**config.mk**
```make
export PLATFORM = sky130hd
export DESIGN_NAME = serial_sub_16bit
export DESIGN_NICKNAME = d
export VERILOG_FILES = /design/src/rtl/serial_sub_16bit_pkg.sv /design/src/rtl/full_subtractor.sv /design/src/rtl/serial_sub_16bit.sv
export SDC_FILE = /design/constraint.sdc
export NUM_CORES = 1
export LEC_CHECK = 0
export ABC_AREA = 0
export CORE_MARGIN = 2
export CORE_UTILIZATION = 40
export DETAILED_ROUTE_END_ITERATION = 16
export DONT_BUFFER_PORTS = 1
export PLACE_DENSITY = 0.5
export SYNTH_ARGS = -nofsm -noshare
export SYNTH_HDL_FRONTEND = slang
export SYNTH_SLANG_ARGS = --single-unit
```
**constraint.sdc**
```tcl
create_clock -name clk -period 2.7 [get_ports clk]
set_input_delay 0.54 -clock clk [delete_from_list [all_inputs] [get_ports clk]]
set_output_delay 0.54 -clock clk [all_outputs]
set_load 0.01 [all_outputs]
```
**src/rtl/serial_sub_16bit_pkg.sv**
```systemverilog
// Shared definitions for the bit-serial subtractor: FSM state encoding and
// the default operand width.
package serial_sub_16bit_pkg;

  localparam int unsigned DEFAULT_WIDTH = 16;

  typedef enum logic [1:0] {
    IDLE = 2'd0,
    RUN  = 2'd1,
    DONE = 2'd2
  } state_t;

endpackage

```
**src/rtl/full_subtractor.sv**
```systemverilog
// One-bit full subtractor: d = x - y - bin, with borrow-out.
// Ports:
//   x    - minuend bit
//   y    - subtrahend bit
//   bin  - borrow-in
//   d    - difference bit
//   bout - borrow-out
module full_subtractor (
  input  logic x,
  input  logic y,
  input  logic bin,
  output logic d,
  output logic bout
);

  assign d    = x ^ y ^ bin;
  // Borrow when y exceeds x, or when x equals y and a borrow is pending.
  assign bout = (~x & y) | (~(x ^ y) & bin);

endmodule

```
**src/rtl/serial_sub_16bit.sv**
```systemverilog
// Bit-serial subtractor. On an accepted start, captures a, b and bin, then
// processes one bit per clock, LSB first, through a single full subtractor.
// After WIDTH bit cycles and one DONE cycle, diff/bout are updated and done
// pulses for one cycle. All outputs are registered.
// Ports:
//   clk   - clock, rising edge
//   rst_n - asynchronous active-low reset
//   start - begin a subtraction (sampled only in IDLE)
//   a, b  - minuend and subtrahend (WIDTH bits)
//   bin   - borrow-in
//   diff  - a - b - bin modulo 2^WIDTH (held until the next completion)
//   bout  - borrow-out, 1 when a < b + bin
//   busy  - high while an operation is in RUN or DONE
//   done  - one-cycle completion pulse
module serial_sub_16bit
  import serial_sub_16bit_pkg::*;
#(
  parameter int unsigned WIDTH = DEFAULT_WIDTH
) (
  input  logic             clk,
  input  logic             rst_n,
  input  logic             start,
  input  logic [WIDTH-1:0] a,
  input  logic [WIDTH-1:0] b,
  input  logic             bin,
  output logic [WIDTH-1:0] diff,
  output logic             bout,
  output logic             busy,
  output logic             done
);

  localparam int unsigned CNT_W = $clog2(WIDTH + 1);

  state_t             r_state;
  logic [WIDTH-1:0]   r_a;
  logic [WIDTH-1:0]   r_b;
  logic [WIDTH-1:0]   r_res;
  logic               r_br;
  logic [CNT_W-1:0]   r_cnt;
  logic [WIDTH-1:0]   r_diff;
  logic               r_bout;
  logic               r_busy;
  logic               r_done;

  logic               w_d;
  logic               w_bo;

  // Bit slice operates on the current LSBs of the operand shift registers.
  full_subtractor u_fs (
    .x   (r_a[0]),
    .y   (r_b[0]),
    .bin (r_br),
    .d   (w_d),
    .bout(w_bo)
  );

  // Control FSM, datapath shift registers and registered outputs.
  always_ff @(posedge clk or negedge rst_n) begin
    if (!rst_n) begin
      r_state <= IDLE;
      r_a     <= '0;
      r_b     <= '0;
      r_res   <= '0;
      r_br    <= 1'b0;
      r_cnt   <= '0;
      r_diff  <= '0;
      r_bout  <= 1'b0;
      r_busy  <= 1'b0;
      r_done  <= 1'b0;
    end else begin
      r_done <= 1'b0;
      case (r_state)
        IDLE: begin
          if (start) begin
            r_a     <= a;
            r_b     <= b;
            r_br    <= bin;
            r_res   <= '0;
            r_cnt   <= '0;
            r_busy  <= 1'b1;
            r_state <= RUN;
          end
        end

        RUN: begin
          // Shift operands right, shift the result bit in at the MSB so the
          // first (LSB) result bit lands at bit 0 after WIDTH cycles.
          r_a   <= r_a >> 1;
          r_b   <= r_b >> 1;
          r_br  <= w_bo;
          r_res <= {w_d, r_res[WIDTH-1:1]};
          r_cnt <= r_cnt + CNT_W'(1);
          if (r_cnt == CNT_W'(WIDTH - 1)) begin
            r_state <= DONE;
          end
        end

        DONE: begin
          r_diff  <= r_res;
          r_bout  <= r_br;
          r_done  <= 1'b1;
          r_busy  <= 1'b0;
          r_state <= IDLE;
        end

        default: begin
          r_busy  <= 1'b0;
          r_state <= IDLE;
        end
      endcase
    end
  end

  assign diff = r_diff;
  assign bout = r_bout;
  assign busy = r_busy;
  assign done = r_done;

endmodule

```
== Word-level counts from Yosys, hierarchy flattened ==
Cells that the tools add are included.
Word-level totals
  output and inout port bits: 19
  input port bits: 36
  register bits: 75
  logic and storage cells: 45
Cells by class
  equal/unequal tests: 5
  bitwise operators: 8
  mux-type cells: 16
  reductions and logical operators: 5
  add/subtract/negate cells: 1
Operators with widths (number)
  $pmux W16 S2: 3
  $mux W16: 3
  $pmux W5 S2: 1
  $reduce_and A2 Y1: 3
  $add A5 B1 Y5 const B: 1
  $eq A5 B4 Y1 const B: 1
  $mux W5: 1
  $mux W2: 2
  $ne A2 B2 Y1 const B: 2
  $pmux W1 S2: 2
  $pmux W2 S2: 1
  $mux W1: 3
  $not A1 Y1: 3
  $and A1 B1 Y1: 2
  $eq A2 B1 Y1 const B: 1
  $eq A2 B2 Y1 const B: 1
  $logic_not A2 Y1: 1
  $reduce_bool A2 Y1: 1
  $xor A1 B1 Y1: 2
  $or A1 B1 Y1: 1

== Longest topological paths before layout ==
  depth after elaboration: 5
  depth in mapped cells: 6
  depth with buffers taken out: 6

== Hierarchy ==
Synthesis repeated with hierarchy kept, for this count alone.
Unflattened totals
  cells, all modules: 292
  area, all modules: 3340.7 µm²
Modules (own cells, without submodules)
  serial_sub_16bit: cells each 288, area an instance 3309.4 µm², seq. area each 1876.8 µm², times used 1
  full_subtractor: cells each 4, area an instance 31.3 µm², seq. area each 0.0 µm², times used 1

== Worst setup path after synthesis ==
Ideal clock, no wire load.
  path kind: in2reg
  start: input port start
  end: register r_a[10]
  setup time: 136 ps
  stages: 5
  arrival: 1155 ps
  path buffers: 2
  required time: 2564 ps
  path slack: 1409 ps
  path through: buf_4 > buf_2 > and3b_1 > a21oi_1 > o21ai_0
On the way
  cells in the longest elaborated chain, start to end: 2
RTL lines
  start, declared: line serial_sub_16bit.sv:22  | input logic start,
  $ne A2 B2 Y1 (no line)
  $reduce_and A2 Y1 (no line)
  end signal, assigned: line serial_sub_16bit.sv:88  | r_a <= r_a >> 1;
  end, declared: line serial_sub_16bit.sv:35  | logic [WIDTH-1:0] r_a;
Every way passes these cells.
A chain may end at the register's enable or synchronous reset.

== Worst setup path after layout ==
  start: register r_state[0]
  end: register r_a[4]
On the way
  cells in the longest elaborated chain, start to end: 3
  elaborated cells between the ends (all ways): 6
  classes of those cells: eq/ne (2); mux (1); reduce/logical (3)
RTL lines
  start, declared: line serial_sub_16bit.sv:34  | state_t r_state;
  start signal, assigned: line serial_sub_16bit.sv:60  | r_state <= IDLE;
  start signal, assigned: line serial_sub_16bit.sv:81  | r_state <= RUN;
  start signal, assigned: line serial_sub_16bit.sv:94  | r_state <= DONE;
  $eq A2 B1 Y1 / $logic_not A2 Y1 (equally long branches): line serial_sub_16bit.sv:72  | case (r_state)
  $reduce_bool A2 Y1 (no line) / $ne A2 B2 Y1 (equally long branches)
  $reduce_and A2 Y1 (no line)
Parallel ways exist; a longest one is shown, timed or not.

==> impl_metrics.toml <==
[run_status]
status = "completed"

[cts]
cts_num_sinks = 75
cts_tree = "built"
clk_latency_ns = 0.34
cts_resized = 0
h-tree-depth = 3
clk_path_buf_depth = 2
cts_root_buf = "clkbuf_8"
cts_buffers = 9
clk_transition_reported_paths_ns = 0.08

[drt]
finalWirelength_mm = 6.27
drt-initial-drc-count = 49
wl_per_cell_um = 15.9
via_per_inst = 5.28
ant_nets = 0
dr.pass1.iters = 4
drcViolationCount = 0
via_count = 2087

[pwr]
total_switching_power_w = 0.00121
p_seq_frac = 0.478
p_comb_frac = 0.256
ir_drop_mv = 0.290
power_density_mw_per_mm2 = 1070
power_w = 0.00384
power_leakage_nw = 1.73
p_clk_frac = 0.266
internal_power_w = 0.00263
swShare = 0.315

[floorplanning]
die-area_mm2 = 0.00901
die_x_um = 94.9
io_pins = 55
num_rows = 33
die_height_um = 94.9
start_util = 0.407
coreArea_mm2 = 0.00813

[global_route]
antenna_found_initial = 1
grt_max_degree = 76
grt-ovfl-total = 0
grt_pass1_wl_mm = 10.4
track_usage = 0.149
grt_pass1_vias = 2179

[timing]
hold_viol_final = 0
final-setup-viol-count = 0
max_freq_ghz = 0.553
finalCritPeriodShare = 0.670
drv_slew = 0
period_needed_ns = 1.81
fin_tns_setup_ns = 0
fin_skew_ns = 0.00967
worst_slew_pin_slew_ns = 0.839
rsz0062_at_grt = "no"
relSlewSlack = 0.439

[synth]
avgSynthCellArea_um2 = 11.4
ys_ff_latch = 75
yosys_warnings = 0
yosysSeqAreaShare = 0.568
synthAdderAreaFrac = 0.0136
synth_compound_area_frac = 0.171
synth_top_family_by_area = "compound AO/OA/AOI/OAI gates"
synthFlopType = "dfrtp_1"
yosys.area_share.xor_xnor = 0
synth_area_mm2 = 0.00331
syn_nets = 330
synth_cell_types = 30
muxShareOfSynthArea = 0.0624
synthArstFlopShare = 1.00
synth-edff-count = 0
synthSimpleGateAreaFrac = 0.132
synth_cells = 291

[critical_path]
cp.required_ns = 2.96
cp_max_fo = 36
reg2reg_from = "r_state[0]"
critical_path.endpoint = "r_a[4]"
worstPathArrival_ns = 2.06
rr_worst_depth = 4
cp-end-kind = "register"
rr_endpoint = "r_a[4]"
r2r_slack_ns = 0.89
start_kind = "register"
path_class = "register to register"
cp-startpoint = "r_state[0]"

[final_layout]
layout_commonest_cell = "dfrtp_1"
fillers = 749
drive_above_1_share = 0.145
syn_to_final_growth_pct = 8.85
nNetsFinal = 323
final_cell_mix = "dfrtp_1 (74), nand2_1 (35), o21ai_0 (31), a21oi_1 (29), and3b_1 (25)"

[placement]
portBuffers = 0
hpwl_mm = 3.73
gp_congestion = 0.704

[run]
cap_violations = 0

[worst_hold_path]
hold_class = "primary input to async pin"
==> final cells by class <==
cell class,instances,area (um^2),area share
well taps,105,131,0.0365
multi-input cells,186,1250,0.348
diodes,1,2.50,0.000695
clock inverters,3,67.6,0.0188
flip-flops and latches,75,1880,0.522
repair buffers,6,65.1,0.0181
inverters,6,22.5,0.00626
clock buffers,13,179,0.0497
==> cell families (layout without fill, tap and decap cells) <==
| group | Yosys count | after routing |
|---|---|---|
| DFF | 75 | 75 |
| muxes | 16 | 16 |
| buffers and inverters | 30 | 28 |
| other | 0 | 1 |
| AOI/OAI and AO/OA | 92 | 92 |
| and+or+nand+nor | 75 | 75 |
| adders and majority gates | 3 | 3 |
==> per-layer routing <==
metal	vias up	global-route usage	part of all wire
met2	41	0.228	0.46
met5	-	0	0
met1	1015	0.196	0.48
met3	12	0.0391	0.039
met4	0	0.0725	0.021
li1	1019	-	-
==> timing repair <==
action / in CTS / in global routing
endpoints found under the setup margin: 0 / 0
hold buffers: 1 / 0
setup buffers: 0 / 0
endpoints found under the hold margin: 75 / 0
==> flip-flops by register name (all words and copies together) (netlist names) <==
| name | cells |
|---|---|
| busy | 1 |
| r_b | 16 |
| done | 1 |
| bout | 1 |
| r_state | 2 |
| r_a | 16 |
| r_cnt | 5 |
| r_res | 16 |
| r_br | 1 |
| diff | 16 |
==> worst min-delay path by stage <==
stage,endpoint
2_1_floorplan,bout
3_3_place_gp,diff[9]
3_5_place_dp,diff[9]
4_1_cts,diff[9]
5_1_grt,diff[10]
6_report,diff[10]
==> power groups by stage <==
stage               clock [W]  combinational (W)  sequential, W
global route          0.00110            0.00112        0.00190
detailed placement          0           0.000973        0.00186
global placement            0           0.000950        0.00186
CTS                   0.00106            0.00100        0.00184
finish                0.00102           0.000984        0.00184
floorplan                   0           0.000905        0.00176
==> critical path: stages, from the launching register on <==
cell      delay, ns
dfrtp_2        0.51
o21bai_4       0.71
buf_4          0.34
nand2_1        0.07
o21ai_0        0.07
==> metrics by stage <==
| stage | utilization | std cells | area (um^2) | setup slack, ns | hold WS [ns] |
|---|---|---|---|---|---|
| 6_report | 0.443 | 395 | 3600 | 0.892 | 0.0790 |
| 5_1_grt | 0.442 | 394 | 3600 | 0.738 | 0.101 |
| 4_1_cts | 0.442 | 394 | 3600 | 0.848 | 0.0847 |
| 3_5_place_dp | 0.409 | 377 | 3320 | 0.873 | 0.246 |
| 3_3_place_gp | 0.409 | 377 | 3320 | 0.904 | 0.246 |
| 2_1_floorplan | - | 291 | 3310 | 1.41 | 0.244 |
==> synthesized netlist by cell type, types with 4 or more instances <==
library cell | instances | share of area
a21oi_1 | 29 | 0.044
a22o_1 | 17 | 0.045
a22oi_1 | 5 | 0.011
and3b_1 | 25 | 0.066
buf_2 | 8 | 0.012
buf_4 | 6 | 0.014
buf_6 | 4 | 0.014
clkbuf_1 | 5 | 0.0057
dfrtp_1 | 75 | 0.57
inv_1 | 5 | 0.0057
mux2_2 | 9 | 0.031
mux2_4 | 7 | 0.032
nand2_1 | 35 | 0.040
nor2_1 | 4 | 0.0045
nor2b_1 | 5 | 0.0095
o21ai_0 | 31 | 0.047
o21ai_1 | 4 | 0.0061
Note: power is estimated with default switching activity, not from simulation.
